## src/rtl/st1_fetch_pkg.sv

```systemverilog
// Shared CPU definitions: inter-stage bus widths,
// fetch state encoding and the default reset PC.
package st1_fetch_pkg;

   localparam int IF_ID_BUS_W  = 64;
   localparam int JBR_BUS_W    = 33;
   localparam int ID_EXE_BUS_W = 150;

   localparam logic [31:0] DEF_RESET_PC = 32'h0000_0000;

   typedef enum logic [2:0] {
      S_IDLE  = 3'b001,
      S_FETCH = 3'b010,
      S_DONE  = 3'b100
   } fetch_state_t;

endpackage

```

## src/rtl/st1_fetch.sv

```systemverilog
// Instruction-fetch stage: holds the PC, waits out the ROM
// latency, then presents {pc, inst} to decode until retired.
module st1_fetch
   import st1_fetch_pkg::*;
#(
   parameter logic [31:0] RESET_PC    = DEF_RESET_PC,
   parameter int          MEM_LATENCY = 1
) (
   input  logic                   clk,
   input  logic                   reset,
   input  logic                   IF_valid,
   input  logic                   next_fetch,
   input  logic [JBR_BUS_W-1:0]   jbr_bus,
   output logic [31:0]            inst_addr,
   input  logic [31:0]            inst_rdata,
   output logic                   IF_over,
   output logic [IF_ID_BUS_W-1:0] IF_ID_bus,
   output logic [31:0]            IF_pc
);

   localparam logic [1:0] CNT_LAST = 2'(MEM_LATENCY - 1);

   fetch_state_t state;
   logic [31:0]  pc;
   logic [31:0]  inst_r;
   logic [1:0]   cnt;

   logic         jbr_taken;
   logic [31:0]  jbr_target;
   logic [31:0]  pc_next;

   assign jbr_taken  = jbr_bus[32];
   assign jbr_target = jbr_bus[31:0];
   assign pc_next    = jbr_taken ? jbr_target : pc + 32'd4;

   always_ff @(posedge clk) begin
      if (reset) begin
         pc      <= RESET_PC;
         inst_r  <= '0;
         state   <= S_IDLE;
         cnt     <= '0;
         IF_over <= 1'b0;
      end else begin
         unique case (state)
            S_IDLE: begin
               if (IF_valid) begin
                  state <= S_FETCH;
                  cnt   <= '0;
               end
            end
            S_FETCH: begin
               if (!IF_valid) begin
                  state <= S_IDLE;
               end else if (cnt == CNT_LAST) begin
                  inst_r  <= inst_rdata;
                  state   <= S_DONE;
                  IF_over <= 1'b1;
               end else begin
                  cnt <= cnt + 2'd1;
               end
            end
            S_DONE: begin
               // only a retire moves on; IF_valid is ignored here
               if (next_fetch) begin
                  pc      <= pc_next;
                  state   <= S_IDLE;
                  IF_over <= 1'b0;
               end
            end
            default: begin
               state   <= S_IDLE;
               IF_over <= 1'b0;
            end
         endcase
      end
   end

   assign inst_addr = pc;
   assign IF_pc     = pc;
   assign IF_ID_bus = {pc, inst_r};

endmodule

```

## config.mk

```make
export PLATFORM = sky130hd
export DESIGN_NAME = st1_fetch
export DESIGN_NICKNAME = d
export VERILOG_FILES = /design/src/rtl/st1_fetch_pkg.sv /design/src/rtl/st1_fetch.sv
export SDC_FILE = /design/constraint.sdc
export NUM_CORES = 1
export LEC_CHECK = 0
export CORE_ASPECT_RATIO = 0.8
export CORE_UTILIZATION = 30
export CTS_CLUSTER_DIAMETER = 200
export CTS_CLUSTER_SIZE = 20
export DETAILED_ROUTE_END_ITERATION = 7
export GPL_TIMING_DRIVEN = 0
export PLACE_DENSITY = 0.73
export SYNTH_ARGS = -nofsm -noshare
export SYNTH_HDL_FRONTEND = slang
export SYNTH_SLANG_ARGS = --single-unit
export TNS_END_PERCENT = 50
```

## constraint.sdc

```tcl
create_clock -name clk -period 2.1 [get_ports clk]
set_clock_uncertainty 0.15 [all_clocks]
set_input_delay 0.315 -clock clk [delete_from_list [all_inputs] [get_ports clk]]
set_output_delay 0.315 -clock clk [all_outputs]
set_load 0.01 [all_outputs]
```

==> results of run 1 <==
timing repair:
item / in CTS / in global routing
hold buffers: 0 / 0
buffers inserted: 2 / 2
pin swaps: 1 / 5
resized for setup: 12 / 33
endpoints found under the setup margin: 14 / 35
cell usage after synthesis (all sizes together), types with 2 or more instances:
cell     count
nor4         7
nor4b        2
mux2         2
nor3         9
or3          2
a32o         5
nor2        28
nand2b       3
inv          7
nand4        4
ha           2
dfxtp       70
buf         83
a22oi        8
and4         5
a211oi       4
nand3       15
a21o         4
a21oi       52
o41ai        3
nand2      102
and3         9
a2bb2oi      2
o31ai        4
mux2i       12
o22ai        9
o21ai       15
clkbuf      16
a31oi       12
nor2b        4
metal layers:
metal  up-vias  track usage, %  share of wire, %  routed length [um]
li1       2190               -                 -                   -
met1      2055           25.21                43                5996
met2       232           31.59                45                6247
met3        23           7.407                10                1399
met4         0           4.817               1.4                 189
met5         -               0                 0                   0
critical path, cell delays in order (launching register included):
cell     delay, ns
dfxtp_1       0.48
and4_1        0.25
buf_6         0.16
nand4_4       0.19
or4_4         0.56
a31oi_1       0.17
power groups by stage:
stage / combinational, mW / clock, mW / sequential [mW]
finish: 0.289 / 1.57 / 1.34
CTS: 0.288 / 1.60 / 1.34
global route: 0.310 / 1.67 / 1.34
global placement: 0.285 / 0 / 1.37
floorplan: 0.0972 / 0 / 1.38
detailed placement: 0.285 / 0 / 1.37
layout make-up:
type                            instances  area [um^2]  share of cell area, %
Multi-Input combinational cell        340         2074                  30.92
Timing Repair Buffer                  200         1996                  29.74
Sequential cell                        70         1423                  21.20
Buffer                                 99        660.6                  9.845
Clock buffer                           10        239.0                  3.561
Tap cell                              175        219.0                  3.263
Clock inverter                          6        68.82                  1.026
Inverter                                8        30.03                 0.4475
placed cells by master, fill, tap and decap left out, types with 3 or more instances in the layout:
cell and n:
dfxtp_1 57, o31ai_1 4, buf_4 69, nor4_4 5, nor3_1 7, buf_2 10
a31oi_1 12, dfxtp_2 11, nand2b_1 3, a211oi_1 3, a32o_1 5, and3_1 9
o41ai_1 3, a21oi_1 52, clkbuf_16 9, nor2_1 26, clkdlybuf4s50_1 196, nor2b_1 4
a21o_1 4, nand2_1 100, buf_1 4, o21ai_0 13, inv_1 7, and4_1 3
clkbuf_1 13, o22ai_1 9, buf_6 4, mux2i_1 12, nand3_1 13, a22oi_1 8
per-stage QoR:
stage | util (%) | cell area [um^2] | worst slack, ns | hold WS, ns
after CTS | 50.59 | 6581 | -0.006367 | 0.3042
after global routing | 51.58 | 6710 | -0.02790 | 0.3178
after floorplan | - | 4039 | 0.01727 | 0.3000
after global placement | 47.81 | 6220 | -0.3997 | 0.2906
final | 51.58 | 6710 | 0.05733 | 0.3010
after detailed placement | 47.81 | 6220 | -0.3878 | 0.2969
worst paths after layout:
check,start,depth (start not counted),end,slack [ns]
max,IF_pc[9]$_SDFFE_PP0P_,5,IF_pc[20]$_SDFFE_PP0P_,0.06
max reg2reg,IF_pc[9]$_SDFFE_PP0P_,5,IF_pc[20]$_SDFFE_PP0P_,0.06
min reg2reg,inst_r[14]$_SDFFE_PP0P_,2,inst_r[14]$_SDFFE_PP0P_,0.30
min,inst_r[14]$_SDFFE_PP0P_,2,inst_r[14]$_SDFFE_PP0P_,0.30
logic make-up after synthesis:
logic type,count (synthesis),synth area share (%)
buffers and inverters,107,16.70
AO/OA/AOI/OAI,129,20.23
adder cells (fa/ha/maj),2,0.6195
flip-flops,70,34.70
multiplexers,14,3.532
AND/OR/NAND/NOR,194,24.01
XOR/XNOR,1,0.2169
flip-flops by register name, indices dropped and copies added, names as in the netlist:
| name | flops |
|---|---|
| cnt | 2 |
| IF_over | 1 |
| state | 3 |
| IF_pc | 32 |
| inst_r | 32 |
==> run_results.csv, run 1 <==
group,metric,value,unit
cells_and_area,nFillCells,1210,
global_route,gr-total-overflow,0,
yosys,synth-seq-cells,70,
clocking,insertion_delay,0.34,ns
timing,timing.fmax,489.6,MHz
route,postRouteAntennaNets,0,
timing,finalSetupTns,0,ns
pwr,power.total,3.204,mW
die,die_area,13930,um^2
run_status,status,"completed",
timing,worstMarginPinSlew,0.7747,ns
timing,period_needed,2.043,ns
clocking,clk_root_buffer_cell,"clkbuf_16",
placement,io_buffers,196,
yosys,syn-cell-area,4039,um^2
worst_setup_path,worstPathArrival,2.14,ns
worst_setup_path,path_class,"flop to flop",
yosys,ys_async_sr_fraction,0,%
yosys,yosysWarnings,0,
hold_path,worstHoldPathType,"flop to flop",
die,die_x,131.7,um
pwr,ir_worst_vdd,0.3591,mV
die,dieHeight,105.8,um
pwr,powerDensity,477.4,nW/um^2
cells_and_area,area_growth,66.14,%
route,vias,4500,
global_route,track_usage,19.84,%
cells_and_area,layout-drive-gt1-share,18.96,%
route,vias_per_cell,4.956,
clocking,clk_pin_slew,0.06,ns
pwr,pwr-share-comb,9.0,%
cells_and_area,diodes,0,
yosys,ys_seq_area_share,34.70,%
route,first_iter_violations,329,
route,drc,0,
placement,dp_hpwl,10010,um
worst_setup_path,worst_setup_path_end_kind,"flop",
global_route,antenna_found_initial,0,
yosys,syn_avg_cell_area,7.812,um^2
timing,slew_violations,0,
timing,finalSetupViolCount,0,
route,dr.pass1.iters,5,
pwr,p_leak,2.514,nW
yosys,yosys-top-cells-area,"dfxtp_1 35%, buf_4 12%, nand2_1 9.3%, a21oi_1 6.4%, mux2i_1 3.0%",
yosys,synth_cell_types,60,
pwr,clock_power_share,49.1,%
cells_and_area,fin_cells,908,
timing,post-route-period-util,97.27,%
die,rows,37,
placement,dp_cells,888,
worst_setup_path,crit_fanout,7,
yosys,synthCells,517,
yosys,synth_edf_count,0,
pwr,seqPwrFrac,41.9,%
pwr,net-switching-power,743.8,uW
die,start_util,31.05,%
pwr,intPower,2.460,mW
clocking,cts.path.max_buffers,2,
yosys,synth_nets,588,
route,drt-total-wl,13830,um
pwr,swShare,23.22,%
placement,gp_congestion,0.8732,
yosys,synth_top_flop_cell,"dfxtp_1",
timing,hold_viol,0,
timing,slew_headroom,48.36,%
flow_run,drv_cap,0,
die,io_pins,198,
global_route,first_global_vias,4065,
timing,rsz0062_at_grt,"yes",
worst_setup_path,start_kind,"flop",
clocking,cts_made_buffers,9,
clocking,h-tree-depth,3,
yosys,netlist.area_leader.share,34.70,%
clocking,cts_sinks,70,
clocking,cts_tree,"done",
route,avgRoutedWirePerCell,15.23,um
yosys,synth_area_leader_cell,"dfxtp_1",
worst_setup_path,cp_data_required_time,2.20,ns
global_route,grt_pass1_wl,21710,um
global_route,grt_start_max_net_pins,14,
cells_and_area,nets,799,
die,coreArea,13010,um^2
(Power assumes the default switching activity.)
==> run 2: changes to the inputs <==
CORE_UTILIZATION = 25   (was 30)
PLACE_DENSITY = 0.64   (was 0.73)
==> run 2 against run 1 <==
Combinational power about the same. Maximum frequency increased by 0.16%. Critical path depth increased by 2. Count of clock-buffer cells in the layout unchanged. Wire length increased by 2.9%. Flip-flop and latch count unchanged. Sequential power about the same. Global-route usage decreased by 2.7 points. Die area increased by 20%. Critical endpoint is now IF_pc[22]$_SDFFE_PP0P_. Largest cell class unchanged.
==> run_results.csv, run 2 (synthesis results as in run 1) <==
group,metric,value,unit
clocking,cts.path.max_buffers,2,
cells_and_area,final_common_cell,"clkdlybuf4s50_1",
worst_setup_path,ff2ff_path_depth,7,
global_route,gr-total-overflow,0,
run_status,status,"completed",
die,dieHeight,115.7,um
worst_setup_path,path_class,"flop to flop",
route,dr.pass1.iters,5,
worst_setup_path,cp_data_required_time,2.20,ns
clocking,insertion_delay,0.33,ns
route,met1Wirelength,6215,um
clocking,h-tree-depth,3,
clocking,cts_sinks,70,
clocking,cts_tree,"done",
cells_and_area,final_cell_mix,"196 x clkdlybuf4s50_1, 100 x nand2_1, 72 x buf_4",
cells_and_area,layout-drive-gt1-share,18.96,%
timing,post-route-period-util,97.11,%
die,rows,41,
timing,slew_headroom,51.88,%
route,wl_met3,1543,um
global_route,first_global_vias,3942,
hold_path,hold_depth,2,
global_route,antenna_found_initial,0,
route,vias_per_cell,4.677,
timing,rsz0062_at_grt,"yes",
global_route,grt_pass1_wl,21790,um
route,postRouteAntennaNets,0,
placement,io_buffers,196,
cells_and_area,nets,800,
hold_path,hold_start,"inst_r[17]$_SDFFE_PP0P_",
flow_run,drv_cap,0,
timing,slew_violations,0,
placement,dp_cells,928,
route,drt-total-wl,14240,um
hold_path,worstHoldPathType,"flop to flop",
worst_setup_path,crit_chain,"ha_4 > and4_1 > buf_6 > nand2_8 > nor3_4 > mux2_1 > o22ai_1",
hold_path,worstHoldEndpoint,"inst_r[17]$_SDFFE_PP0P_",
route,vias,4434,
timing,finalSetupViolCount,0,
cells_and_area,area_growth,65.83,%
timing,worstMarginPinSlew,0.7219,ns
timing,finalSetupTns,0,ns
worst_setup_path,r2r_end,"IF_pc[22]$_SDFFE_PP0P_",
clocking,cts_made_buffers,9,
pwr,p_leak,2.475,nW
route,avgRoutedWirePerCell,15.02,um
worst_setup_path,reg2reg_from,"IF_pc[2]$_SDFFE_PP0P_",
worst_setup_path,cpPeakStageDelay,0.39,ns
global_route,track_usage,17.13,%
cells_and_area,fin_cells,948,
worst_setup_path,crit_fanout,9,
timing,period_needed,2.039,ns
die,start_util,25.56,%
worst_setup_path,worst_setup_path_end_kind,"flop",
die,io_pins,198,
timing,hold_viol,0,
worst_setup_path,reg2reg_slack,0.06,ns
worst_setup_path,worstPathArrival,2.14,ns
worst_setup_path,path_buf_inv,1,
pwr,ir_worst_vdd,0.4455,mV
route,top_layer,"met4",
clocking,clk_pin_slew,0.06,ns
cells_and_area,diodes,0,
worst_setup_path,crit_family,"simple AND/OR/NAND/NOR gates",
cells_and_area,fin_util,42.39,%
timing,timing.fmax,490.4,MHz
die,die_area,16670,um^2
die,coreArea,15800,um^2
worst_setup_path,start_kind,"flop",
clocking,cts_hold_buf,0,
route,wl_met2,6352,um
global_route,grt_start_max_net_pins,12,
clocking,clk_root_buffer_cell,"clkbuf_16",
route,first_iter_violations,281,
die,die_x,144.1,um
placement,dp_hpwl,10430,um
pwr,powerDensity,447.7,nW/um^2
route,drc,0,
worst_setup_path,cpMaxStageDelayCell,"dfxtp_4",
placement,gp_congestion,0.8498,
## run 2: changes by cell type in the layout (fill, tap and decap cells not counted), sizes merged
cell / previous run / this run
clkbuf: 26 / 30
inv: 9 / 7
buf: 87 / 84
clkinv: 3 / 5
bufinv: 1 / 0
## run 2: through the flow
step	hold slack (ns)	area, um^2	total power [mW]	setup WS (ns)
after detailed placement	0.2974	6270	1.662	-0.4523
after floorplan	0.3000	4039	1.474	0.01727
after global routing	0.3207	6698	3.120	-0.02373
final	0.2995	6698	2.998	0.06065
after global placement	0.2904	6270	1.662	-0.4309
after CTS	0.3038	6556	3.031	0.0009364
## run 2: cell type report
class | count | area [um^2]
sequential | 70 | 1423
tap | 215 | 269.0
multi-input combinational | 340 | 2051
clock buffer | 10 | 229.0
clock inverter | 5 | 27.53
buffer | 99 | 669.4
inverter | 8 | 30.03
fill | 1684 | 9102
timing repair buffer | 201 | 1999
## run 2: how the worst max path moves through the flow
| stage | start | endpoint | slack (ns) | cells after the start |
|---|---|---|---|---|
| floorplan | IF_pc[2]$_SDFFE_PP0P_ | IF_pc[22]$_SDFFE_PP0P_ | 0.02 | 7 |
| global placement | IF_valid | inst_r[20]$_SDFFE_PP0P_ | -0.43 | 6 |
| detailed placement | IF_valid | inst_r[19]$_SDFFE_PP0P_ | -0.45 | 6 |
| CTS | IF_pc[5]$_SDFFE_PP0P_ | IF_pc[22]$_SDFFE_PP0P_ | 0.0009 | 6 |
| global route | IF_pc[24]$_SDFFE_PP0P_ | IF_pc[31]$_SDFFE_PP0P_ | -0.02 | 5 |
| finish | IF_pc[2]$_SDFFE_PP0P_ | IF_pc[22]$_SDFFE_PP0P_ | 0.06 | 7 |
## run 2: worst min-delay path, delay by kind of cell, from the launching register on
kind / cells / cell delay (ns)
AOI/OAI and AO/OA: 1 / 0.05
DFF: 1 / 0.30
and+or+nand+nor: 1 / 0.05
## run 2: repair_timing
action	in CTS	in global routing
resized for setup	13	35
buffers inserted	0	5
endpoints found under the setup margin	22	43
pin swaps	2	3
## run 2: per-layer routing
| layer | vias to the layer above | track usage, % |
|---|---|---|
| met5 | - | 0 |
| met4 | 0 | 3.901 |
| met3 | 14 | 6.281 |
| met2 | 193 | 26.92 |
| met1 | 2041 | 22.27 |
| li1 | 2186 | - |
## run 2: power breakdown
part / leakage [nW] / internal [mW] / switching [mW]
logic: 1.77 / 0.165 / 0.127
clock network: 0.128 / 0.784 / 0.580
registers: 0.572 / 1.34 / 0.00638
total: 2.47 / 2.28 / 0.713
